## src/rtl/axis_pkt_arbiter_pkg.sv

```systemverilog
// Shared types and constants for the AXI-Stream packet arbiter.
package axis_pkt_arbiter_pkg;

  typedef enum logic {
    IDLE = 1'b0,
    PASS = 1'b1
  } arb_state_e;

  localparam int ARB_RR    = 0;
  localparam int ARB_FIXED = 1;

  // Source index width; a single source still gets a 1-bit index.
  function automatic int tid_w(input int n);
    return (n > 1) ? $clog2(n) : 1;
  endfunction

endpackage

```

## src/rtl/axis_pkt_arbiter_if.sv

```systemverilog
// Bundle of the N slave streams and the single master stream around the arbiter.
// AXIS_PKT_ARBITER_TID_EN adds m_tid (source index of each beat).
interface axis_pkt_arbiter_if
  import axis_pkt_arbiter_pkg::*;
#(
  parameter int NUM_SOURCES = 2,
  parameter int DATA_WIDTH  = 32,
  parameter int USER_WIDTH  = 8
);
  localparam int TID_W = tid_w(NUM_SOURCES);

  logic [NUM_SOURCES-1:0]            s_tvalid;
  logic [NUM_SOURCES-1:0]            s_tready;
  logic [NUM_SOURCES-1:0]            s_tlast;
  logic [USER_WIDTH*NUM_SOURCES-1:0] s_tuser;
  logic [DATA_WIDTH*NUM_SOURCES-1:0] s_tdata;

  logic                  m_tvalid;
  logic                  m_tready;
  logic                  m_tlast;
  logic [USER_WIDTH-1:0] m_tuser;
  logic [DATA_WIDTH-1:0] m_tdata;

`ifdef AXIS_PKT_ARBITER_TID_EN
  logic [TID_W-1:0]      m_tid;

  modport slave (
    input  s_tvalid, s_tlast, s_tuser, s_tdata, m_tready,
    output s_tready, m_tvalid, m_tlast, m_tuser, m_tdata, m_tid
  );
  modport master (
    output s_tvalid, s_tlast, s_tuser, s_tdata, m_tready,
    input  s_tready, m_tvalid, m_tlast, m_tuser, m_tdata, m_tid
  );
`else
  modport slave (
    input  s_tvalid, s_tlast, s_tuser, s_tdata, m_tready,
    output s_tready, m_tvalid, m_tlast, m_tuser, m_tdata
  );
  modport master (
    output s_tvalid, s_tlast, s_tuser, s_tdata, m_tready,
    input  s_tready, m_tvalid, m_tlast, m_tuser, m_tdata
  );
`endif

endinterface

```

## src/rtl/axis_skid_buffer.sv

```systemverilog
// Two-entry valid/ready register slice: output register plus one skid entry.
// Upstream ready is registered (low only while the skid entry holds data).
module axis_skid_buffer #(
  parameter int WIDTH = 8
) (
  input  logic             clk,
  input  logic             arst,
  input  logic             i_valid,
  output logic             o_ready,
  input  logic [WIDTH-1:0] i_data,
  output logic             o_valid,
  input  logic             i_ready,
  output logic [WIDTH-1:0] o_data
);

  logic             r_out_vld, r_skid_vld;
  logic [WIDTH-1:0] r_out_dat, r_skid_dat;
  logic             w_in_fire, w_out_free;

  assign o_ready    = ~r_skid_vld;
  assign w_in_fire  = i_valid & ~r_skid_vld;
  assign w_out_free = ~r_out_vld | i_ready;
  assign o_valid    = r_out_vld;
  assign o_data     = r_out_dat;

  always_ff @(posedge clk or posedge arst) begin
    if (arst) begin
      r_out_vld  <= 1'b0;
      r_skid_vld <= 1'b0;
      r_out_dat  <= '0;
      r_skid_dat <= '0;
    end else if (w_out_free) begin
      // Skid entry drains first so ordering is preserved.
      if (r_skid_vld) begin
        r_out_vld  <= 1'b1;
        r_out_dat  <= r_skid_dat;
        r_skid_vld <= 1'b0;
      end else begin
        r_out_vld <= w_in_fire;
        if (w_in_fire) r_out_dat <= i_data;
      end
    end else if (w_in_fire) begin
      r_skid_vld <= 1'b1;
      r_skid_dat <= i_data;
    end
  end

endmodule

```

## src/rtl/axis_pkt_arbiter.sv

```systemverilog
// Packet-granular N:1 AXI-Stream arbiter (round-robin or fixed priority).
// AXIS_PKT_ARBITER_TID_EN carries the source index alongside each beat as m_tid.
module axis_pkt_arbiter
  import axis_pkt_arbiter_pkg::*;
#(
  parameter int NUM_SOURCES = 2,
  parameter int DATA_WIDTH  = 32,
  parameter int USER_WIDTH  = 8,
  parameter int ARB_MODE    = ARB_RR
) (
  input  logic                   clk,
  input  logic                   arst,
  axis_pkt_arbiter_if.slave      axis,
  output logic [NUM_SOURCES-1:0] grant
);

  localparam int IDX_W = tid_w(NUM_SOURCES);
`ifdef AXIS_PKT_ARBITER_TID_EN
  localparam int SW = DATA_WIDTH + USER_WIDTH + 1 + IDX_W;
`else
  localparam int SW = DATA_WIDTH + USER_WIDTH + 1;
`endif

  arb_state_e             r_state, w_state_nxt;
  logic [NUM_SOURCES-1:0] r_grant, w_grant_nxt, w_s_tready;
  logic [IDX_W-1:0]       r_gidx, w_gidx_nxt, r_last, w_last_nxt, w_pick;
  logic                   w_src_vld, w_src_lst, w_slice_rdy, w_fire;
  logic [DATA_WIDTH-1:0]  w_src_dat;
  logic [USER_WIDTH-1:0]  w_src_usr;
  logic [SW-1:0]          w_slice_in, w_slice_out;

  // Reverse scan so the candidate closest to the search start wins.
  always_comb begin
    int c;
    c      = 0;
    w_pick = '0;
    if (ARB_MODE == ARB_FIXED) begin
      for (int i = NUM_SOURCES - 1; i >= 0; i--)
        if (axis.s_tvalid[i]) w_pick = IDX_W'(i);
    end else begin
      for (int k = NUM_SOURCES; k >= 1; k--) begin
        c = int'(r_last) + k;
        if (c >= NUM_SOURCES) c = c - NUM_SOURCES;
        if (axis.s_tvalid[c]) w_pick = IDX_W'(c);
      end
    end
  end

  always_comb begin
    w_src_vld = 1'b0;
    w_src_lst = 1'b0;
    w_src_dat = '0;
    w_src_usr = '0;
    for (int i = 0; i < NUM_SOURCES; i++) begin
      if (r_grant[i]) begin
        w_src_vld = axis.s_tvalid[i];
        w_src_lst = axis.s_tlast[i];
        w_src_dat = axis.s_tdata[i*DATA_WIDTH +: DATA_WIDTH];
        w_src_usr = axis.s_tuser[i*USER_WIDTH +: USER_WIDTH];
      end
    end
  end

  // r_grant is zero outside PASS, so w_fire can only occur while passing.
  assign w_fire = w_src_vld & w_slice_rdy;

  always_comb begin
    w_state_nxt = r_state;
    w_grant_nxt = r_grant;
    w_gidx_nxt  = r_gidx;
    w_last_nxt  = r_last;
    w_s_tready  = '0;
    case (r_state)
      IDLE: begin
        if (|axis.s_tvalid) begin
          w_state_nxt = PASS;
          w_grant_nxt = NUM_SOURCES'(1) << w_pick;
          w_gidx_nxt  = w_pick;
        end
      end
      PASS: begin
        w_s_tready = r_grant & {NUM_SOURCES{w_slice_rdy}};
        if (w_fire && w_src_lst) begin
          w_state_nxt = IDLE;
          w_grant_nxt = '0;
          if (ARB_MODE == ARB_RR) w_last_nxt = r_gidx;
        end
      end
      default: w_state_nxt = IDLE;
    endcase
  end

  always_ff @(posedge clk or posedge arst) begin
    if (arst) begin
      r_state <= IDLE;
      r_grant <= '0;
      r_gidx  <= '0;
      r_last  <= IDX_W'(NUM_SOURCES - 1);
    end else begin
      r_state <= w_state_nxt;
      r_grant <= w_grant_nxt;
      r_gidx  <= w_gidx_nxt;
      r_last  <= w_last_nxt;
    end
  end

  assign axis.s_tready = w_s_tready;
  assign grant         = r_grant;

`ifdef AXIS_PKT_ARBITER_TID_EN
  assign w_slice_in = {r_gidx, w_src_lst, w_src_usr, w_src_dat};
  assign {axis.m_tid, axis.m_tlast, axis.m_tuser, axis.m_tdata} = w_slice_out;
`else
  assign w_slice_in = {w_src_lst, w_src_usr, w_src_dat};
  assign {axis.m_tlast, axis.m_tuser, axis.m_tdata} = w_slice_out;
`endif

  axis_skid_buffer #(.WIDTH(SW)) u_slice (
    .clk     (clk),
    .arst    (arst),
    .i_valid (w_src_vld),
    .o_ready (w_slice_rdy),
    .i_data  (w_slice_in),
    .o_valid (axis.m_tvalid),
    .i_ready (axis.m_tready),
    .o_data  (w_slice_out)
  );

endmodule
```

## src/flat_wrapper.sv

```systemverilog
// flat-port wrapper written by rule: the top's interface ports become plain ports
module axis_pkt_arbiter_flat import axis_pkt_arbiter_pkg::*;
#(
  parameter int NUM_SOURCES = 2,
  parameter int DATA_WIDTH  = 32,
  parameter int USER_WIDTH  = 8,
  parameter int ARB_MODE    = ARB_RR
)
  (clk, arst, grant, axis_s_tvalid, axis_s_tlast, axis_s_tuser, axis_s_tdata, axis_m_tready, axis_s_tready, axis_m_tvalid, axis_m_tlast, axis_m_tuser, axis_m_tdata);
  axis_pkt_arbiter_if #(.NUM_SOURCES(NUM_SOURCES), .DATA_WIDTH(DATA_WIDTH), .USER_WIDTH(USER_WIDTH)) axis_i ();
  input  logic clk;
  input  logic arst;
  output logic [NUM_SOURCES-1:0] grant;
  input wire logic [$bits(axis_i.s_tvalid)-1:0] axis_s_tvalid;
  input wire logic [$bits(axis_i.s_tlast)-1:0] axis_s_tlast;
  input wire logic [$bits(axis_i.s_tuser)-1:0] axis_s_tuser;
  input wire logic [$bits(axis_i.s_tdata)-1:0] axis_s_tdata;
  input wire logic [$bits(axis_i.m_tready)-1:0] axis_m_tready;
  output wire logic [$bits(axis_i.s_tready)-1:0] axis_s_tready;
  output wire logic [$bits(axis_i.m_tvalid)-1:0] axis_m_tvalid;
  output wire logic [$bits(axis_i.m_tlast)-1:0] axis_m_tlast;
  output wire logic [$bits(axis_i.m_tuser)-1:0] axis_m_tuser;
  output wire logic [$bits(axis_i.m_tdata)-1:0] axis_m_tdata;
  assign axis_i.s_tvalid = axis_s_tvalid;
  assign axis_i.s_tlast = axis_s_tlast;
  assign axis_i.s_tuser = axis_s_tuser;
  assign axis_i.s_tdata = axis_s_tdata;
  assign axis_i.m_tready = axis_m_tready;
  assign axis_s_tready = axis_i.s_tready;
  assign axis_m_tvalid = axis_i.m_tvalid;
  assign axis_m_tlast = axis_i.m_tlast;
  assign axis_m_tuser = axis_i.m_tuser;
  assign axis_m_tdata = axis_i.m_tdata;
  axis_pkt_arbiter #(.NUM_SOURCES(NUM_SOURCES), .DATA_WIDTH(DATA_WIDTH), .USER_WIDTH(USER_WIDTH), .ARB_MODE(ARB_MODE)) u_core (.clk(clk), .arst(arst), .axis(axis_i), .grant(grant));
endmodule
```

## config.mk

```make
export PLATFORM = sky130hd
export DESIGN_NAME = axis_pkt_arbiter_flat
export DESIGN_NICKNAME = d
export VERILOG_FILES = /design/src/rtl/axis_pkt_arbiter_pkg.sv /design/src/rtl/axis_pkt_arbiter_if.sv /design/src/rtl/axis_skid_buffer.sv /design/src/rtl/axis_pkt_arbiter.sv /design/src/flat_wrapper.sv
export SDC_FILE = /design/constraint.sdc
export NUM_CORES = 1
export LEC_CHECK = 0
export CELL_PAD_IN_SITES_DETAIL_PLACEMENT = 0
export CELL_PAD_IN_SITES_GLOBAL_PLACEMENT = 1
export CORE_ASPECT_RATIO = 1.4
export CORE_UTILIZATION = 38
export CTS_BUF_LIST = sky130_fd_sc_hd__clkbuf_4
export CTS_CLUSTER_SIZE = 16
export DETAILED_ROUTE_END_ITERATION = 8
export PLACE_DENSITY_LB_ADDON = 0.1
export SYNTH_ARGS = -nofsm -noshare
export SYNTH_HDL_FRONTEND = slang
export SYNTH_SLANG_ARGS = --single-unit
```

## constraint.sdc

```tcl
create_clock -name clk -period 4.7 [get_ports clk]
set_input_delay 1.41 -clock clk [delete_from_list [all_inputs] [get_ports clk]]
set_output_delay 1.41 -clock clk [all_outputs]
set_load 0.01 [all_outputs]
```

* After elaboration in Yosys (flattened, before gate mapping)
Index checks and enable logic that the tools add are counted.
** Storage, ports and cells
- Output and inout bits :: 46
- Input bits :: 87
- Logic and storage cells :: 65
- Flip-flop bits (word level) :: 89
** Cells by class
- Magnitude comparators :: 4
- Bitwise logic cells :: 7
- Equality and inequality tests :: 2
- Reduce and logical (&&, ||, !) cells :: 9
- Shift-type cells :: 1
- Add/sub/neg operators :: 4
- Multiplexer cells :: 30
** Operator list (number)
- two-way mux 32 bit :: 4
- two-way mux 41 bit :: 2
- >= comparator 32 x 3 -> 1 bit (second input constant) :: 2
- < comparator 32 x 3 -> 1 bit (second input constant) :: 2
- subtractor 32 x 3 -> 32 bit (second input constant) :: 2
- two-way mux 1 bit :: 17
- two-way mux 8 bit :: 2
- AND reduction 2 bit :: 5
- two-way mux 2 bit :: 3
- inverter 1 bit :: 4
- case mux 2 bit (2 select lines) :: 1
- nonzero test 2 bit :: 2
- adder 1 x 2 -> 3 bit (second input constant) :: 1
- adder 1 x 1 -> 2 bit (second input constant) :: 1
- AND 2 bit :: 1
- inequality test 2 x 1 -> 1 bit (second input constant) :: 1
- inequality test 2 bit (second input constant) :: 1
- case mux 1 bit (2 select lines) :: 1
- OR reduction 2 bit :: 1
- << shifter 1 x 1 -> 2 bit (first input constant) :: 1
- AND 1 bit :: 1
- logical AND 1 bit :: 1
- OR 1 bit :: 1

* Depth between registers and ports, before layout
- Depth after elaboration :: 11
- Mapped depth :: 5
- Gate-level depth less buffers :: 3

* Hierarchy
Synthesis repeated with hierarchy kept, for this count alone.
** Second synthesis, totals
- Cell total of the unflattened synthesis :: 308
- Area total of the unflattened synthesis :: 4317.9 um^2
** By module, submodules not included
- axis_skid_buffer :: seq. area each 2102.0 um^2, instances 1, cells an instance 228, area an instance 3642.2 um^2
- axis_pkt_arbiter :: seq. area each 126.4 um^2, instances 1, cells an instance 80, area an instance 675.6 um^2

* Worst setup path after synthesis
Ideal clock, no wire load.
- Path type :: input -> register
- Start point :: input axis_m_tready
- End point :: register u_core.u_slice.r_skid_dat[29]
- Data arrival time :: 2.450 ns
- Buffers on the path :: 1
- Setup time :: 0.125 ns
- Cell stages on the path :: 4
- Slack :: 2.125 ns
- Required time :: 4.575 ns
- Cells stage by stage :: nand2b_1 -> a211oi_4 -> buf_6 -> mux2_2
** On the way
- Cells in the longest elaborated chain, start to end :: 3
** RTL lines
- start: declaration :: line flat_wrapper.sv:18 : input wire logic [$bits(axis_i.m_tready)-1:0] axis_m_tready;
- OR 1 bit :: line axis_skid_buffer.sv:22 : assign w_out_free = ~r_out_vld | i_ready;
- inverter 1 bit (no line)
- AND reduction 2 bit (no line)
- end signal: assignment :: line axis_skid_buffer.sv:44 : r_skid_dat <= i_data;
- end: declaration :: line axis_skid_buffer.sv:17 : logic [WIDTH-1:0] r_out_dat, r_skid_dat;
No other way between the ends.
A chain may end at the register's enable or synchronous reset.

* Worst setup path after layout
- Start point :: register u_core.r_grant[1], in the netlist u_core.grant[1]
- End point :: output axis_s_tready[1]
** On the way
- Cells in the longest elaborated chain, start to end :: 2
** RTL lines
- start: declaration :: line axis_pkt_arbiter.sv:25 : logic [NUM_SOURCES-1:0] r_grant, w_grant_nxt, w_s_tready;
- start signal: assignment :: line axis_pkt_arbiter.sv:101 : r_grant <= w_grant_nxt;
- AND 2 bit :: line axis_pkt_arbiter.sv:82 : w_s_tready = r_grant & {NUM_SOURCES{w_slice_rdy}};
- two-way mux 2 bit :: line axis_pkt_arbiter.sv:73 : case (r_state)
- end: declaration :: line flat_wrapper.sv:19 : output wire logic [$bits(axis_i.s_tready)-1:0] axis_s_tready;
No other way between the ends.

==> impl_metrics.toml <==
[outcome]
status = "complete, no violations"

[clock_network]
clkSlewWorstSetupHoldPaths_ns = 0.13
insertion_delay_ns = 0.44
cts.sinks = 89
clk_path_buf_depth = 2
cts_tree = "done"
cts_setup_buffers = 0
ctsResizeCount = 0
cts_root_buf = "clkbuf_4"
htreeDepth = 3
cts_made_buffers = 9
hold_buffers = 0

[floorplan]
die_h_um = 130.9
pin_count = 133
fp.coreArea_mm2 = 0.01145
rows = 46
die_w_um = 94.07
initial_core_util_pct = 39.37
dieArea_mm2 = 0.01231

[pwr]
p_sw_mw = 1.211
combPwrFrac_pct = 47.0
peakVddDrop_uv = 252.8
clockPowerShare_pct = 11.2
power_density_mw_per_mm2 = 542.0
p_seq_share_pct = 41.8
switching_share_pct = 36.86
internal_power_mw = 2.073
p_leak_nw = 2.502

[placed_design]
place_hpwl_mm = 8.290
dp_slack_ns = 0.9704
dp_cells = 648
gp_congestion = 0.8383
io_buffer_count = 132

[critical_path]
cp_data_required_time_ns = 3.29
cp-start-kind = "flop"
crit_type = "flop to primary output"
worst_ep_arrival_time_ns = 2.29
critPathCaptureType = "primary output"
cp_max_fo = 52

[final_layout]
final_core_util_pct = 52.91
final_net_count = 602
multi_input_area_mm2 = 0.002108
drive_above_1_share_pct = 14.81
num-fill-cells = 1045
ff_latch_area_mm2 = 0.002231
final_cells = 665
layout-area-overhead-vs-synth_pct = 34.38

[synthesis]
synth-seq-cells = 89
yosysSeqAreaShare_pct = 49.42
syn_nets = 486
synthDistinctLibCells = 37
yosysTopAreaCell = "dfrtp_1"
syn_area_mm2 = 0.004509
ys_top_cells_by_area = "dfrtp_1 (49%), mux2_2 (10%), a22o_1 (7.8%)"
postSynthAreaPerCell_um2 = 11.30
ys_warn_count = 0
syn_inst = 399
yosys.area.top_type_share_pct = 48.83

[grt]
antenna_found_initial = 1
grt_usage_pct = 21.82
grt_max_degree = 53
grt.overflow.total = 0
grt_pass1_wl_mm = 20.38
grt_pass1_vias = 3937

[timing]
rsz0062_at_grt = "no"
finalHoldViolations = 0
worst_pin_slew_ns = 1.095
setup_viol_count_final = 0
fmax_mhz = 270.0
drv_slew = 0
tns_ns = 0
slew_headroom_pct = 26.69
min_period_ns = 3.704
fin_skew_ns = 0.01775
period_share_pct = 78.81
layout_setup_ws_ns = 0.9960

[job]
maxCapViolCount = 0

[detailed_routing]
drtPass1Iterations = 4
first_iter_violations = 174
antenna_left = 0
wl_per_cell_um = 19.58
drt-vias-per-instance = 5.820
vias = 3870
finalWirelength_mm = 13.02
drc_errors = 0

[hold_path]
worst_hold_path_type = "flop to flop"
final cells by class:
cell class,count,share of cell area (%)
clock inverters,5,0.3717
inverters,4,0.2684
diodes,1,0.04130
clock buffers,11,1.363
flip-flops and latches,89,36.82
multi-input cells,268,34.79
well taps,144,2.973
repair buffers,143,23.37
cells by family after synthesis:
| family | Yosys count | share of synthesized area [%] |
|---|---|---|
| AND/OR/NAND/NOR | 79 | 9.906 |
| buffers and inverters | 42 | 4.495 |
| AO/OA/AOI/OAI | 147 | 25.72 |
| flip-flops | 89 | 49.42 |
| multiplexers | 42 | 10.46 |
routing by layer:
metal / vias to the layer above / track usage (%) / wire, um
li1: 1768 / - / -
met1: 1955 / 26.90 / 5695
met2: 133 / 38.21 / 6559
met3: 14 / 3.530 / 586
met4: 0 / 8.235 / 178
met5: - / 0 / 0
worst max-delay path, cell delays in order, from the launching register on:
cell and delay [ns]:
dfrtp_2 1.08, and2_1 0.24, clkdlybuf4s50_1 0.53
synth_stat cells (all sizes together):
cell / number
nand2: 32
nor2b: 3
o21ai: 30
nor3: 2
a22o: 40
a21o: 2
nand4b: 1
inv: 4
a21oi: 14
nand3: 2
a211oi: 3
a21bo: 1
buf: 18
and2: 2
a31oi: 1
mux2i: 1
o211ai: 1
clkbuf: 20
nand2b: 2
and3b: 2
a2bb2oi: 12
dfstp: 1
a31o: 1
dfrtp: 88
mux2: 41
nor2: 4
a211o: 1
a21boi: 1
o221ai: 12
nand3b: 29
a221o: 28
power by group through the flow:
stage | logic (mW) | registers (mW) | clock network (mW)
final | 1.54 | 1.37 | 0.367
after floorplan | 0.856 | 1.34 | 0
after global routing | 1.67 | 1.42 | 0.407
after global placement | 1.51 | 1.37 | 0
after CTS | 1.56 | 1.37 | 0.378
after detailed placement | 1.56 | 1.38 | 0
sequential cells by signal, summed over array words and instances, names as in the netlist:
signal	flops
u_core.u_slice.r_skid_vld	1
u_core.grant	2
u_core.r_gidx	1
u_core.r_state	1
u_core.u_slice.o_data	41
u_core.u_slice.o_valid	1
u_core.u_slice.r_skid_dat	41
u_core.r_last	1
through the flow:
stage                     instance area (um2)  total power, mW  hold WS (ns)
final                                    6060            3.284        0.5235
after global routing                     6060            3.491        0.5401
after CTS                                6057            3.311        0.5172
after detailed placement                 5952            2.942        0.4785
after global placement                   5952            2.884        0.4599
after floorplan                          4509            2.201        0.4438
path summary, 6_finish.rpt:
kind	start	slack, ns	endpoint	depth (start not counted)
worst min-delay path	u_core.u_slice.r_skid_dat[6]	0.52	u_core.u_slice.r_skid_dat[6]	1
worst min register to register	u_core.u_slice.r_skid_dat[6]	0.52	u_core.u_slice.r_skid_dat[6]	1
worst max register to register	u_core.grant[1]	1.77	u_core.u_slice.o_data[34]	4
max in group asynchronous	arst	2.49	u_core.r_last	3
worst max-delay path	u_core.grant[1]	1.0	axis_s_tready[1]	2
min in group asynchronous	arst	1.44	u_core.u_slice.r_skid_dat[5]	2
cells in the final DEF, fill, tap and decap left out, drive strengths merged:
cell / instances
clkdlybuf4s50: 132
dfrtp: 88
mux2: 41
a22o: 40
nand2: 32
o21ai: 30
nand3b: 29
a221o: 28
a21oi: 14
o221ai: 12
a2bb2oi: 12
clkbuf: 11
buf: 11
clkinv: 6
nor2: 4
inv: 3
nor2b: 3
a211oi: 3
nand3: 2
nand2b: 2
and2: 2
nor3: 2
and3b: 2
a21o: 2
diode: 1
a31oi: 1
nand4b: 1
a21bo: 1
o211ai: 1
a21boi: 1
a31o: 1
a211o: 1
mux2i: 1
dfstp: 1
Power figures use the tool's default switching activity.
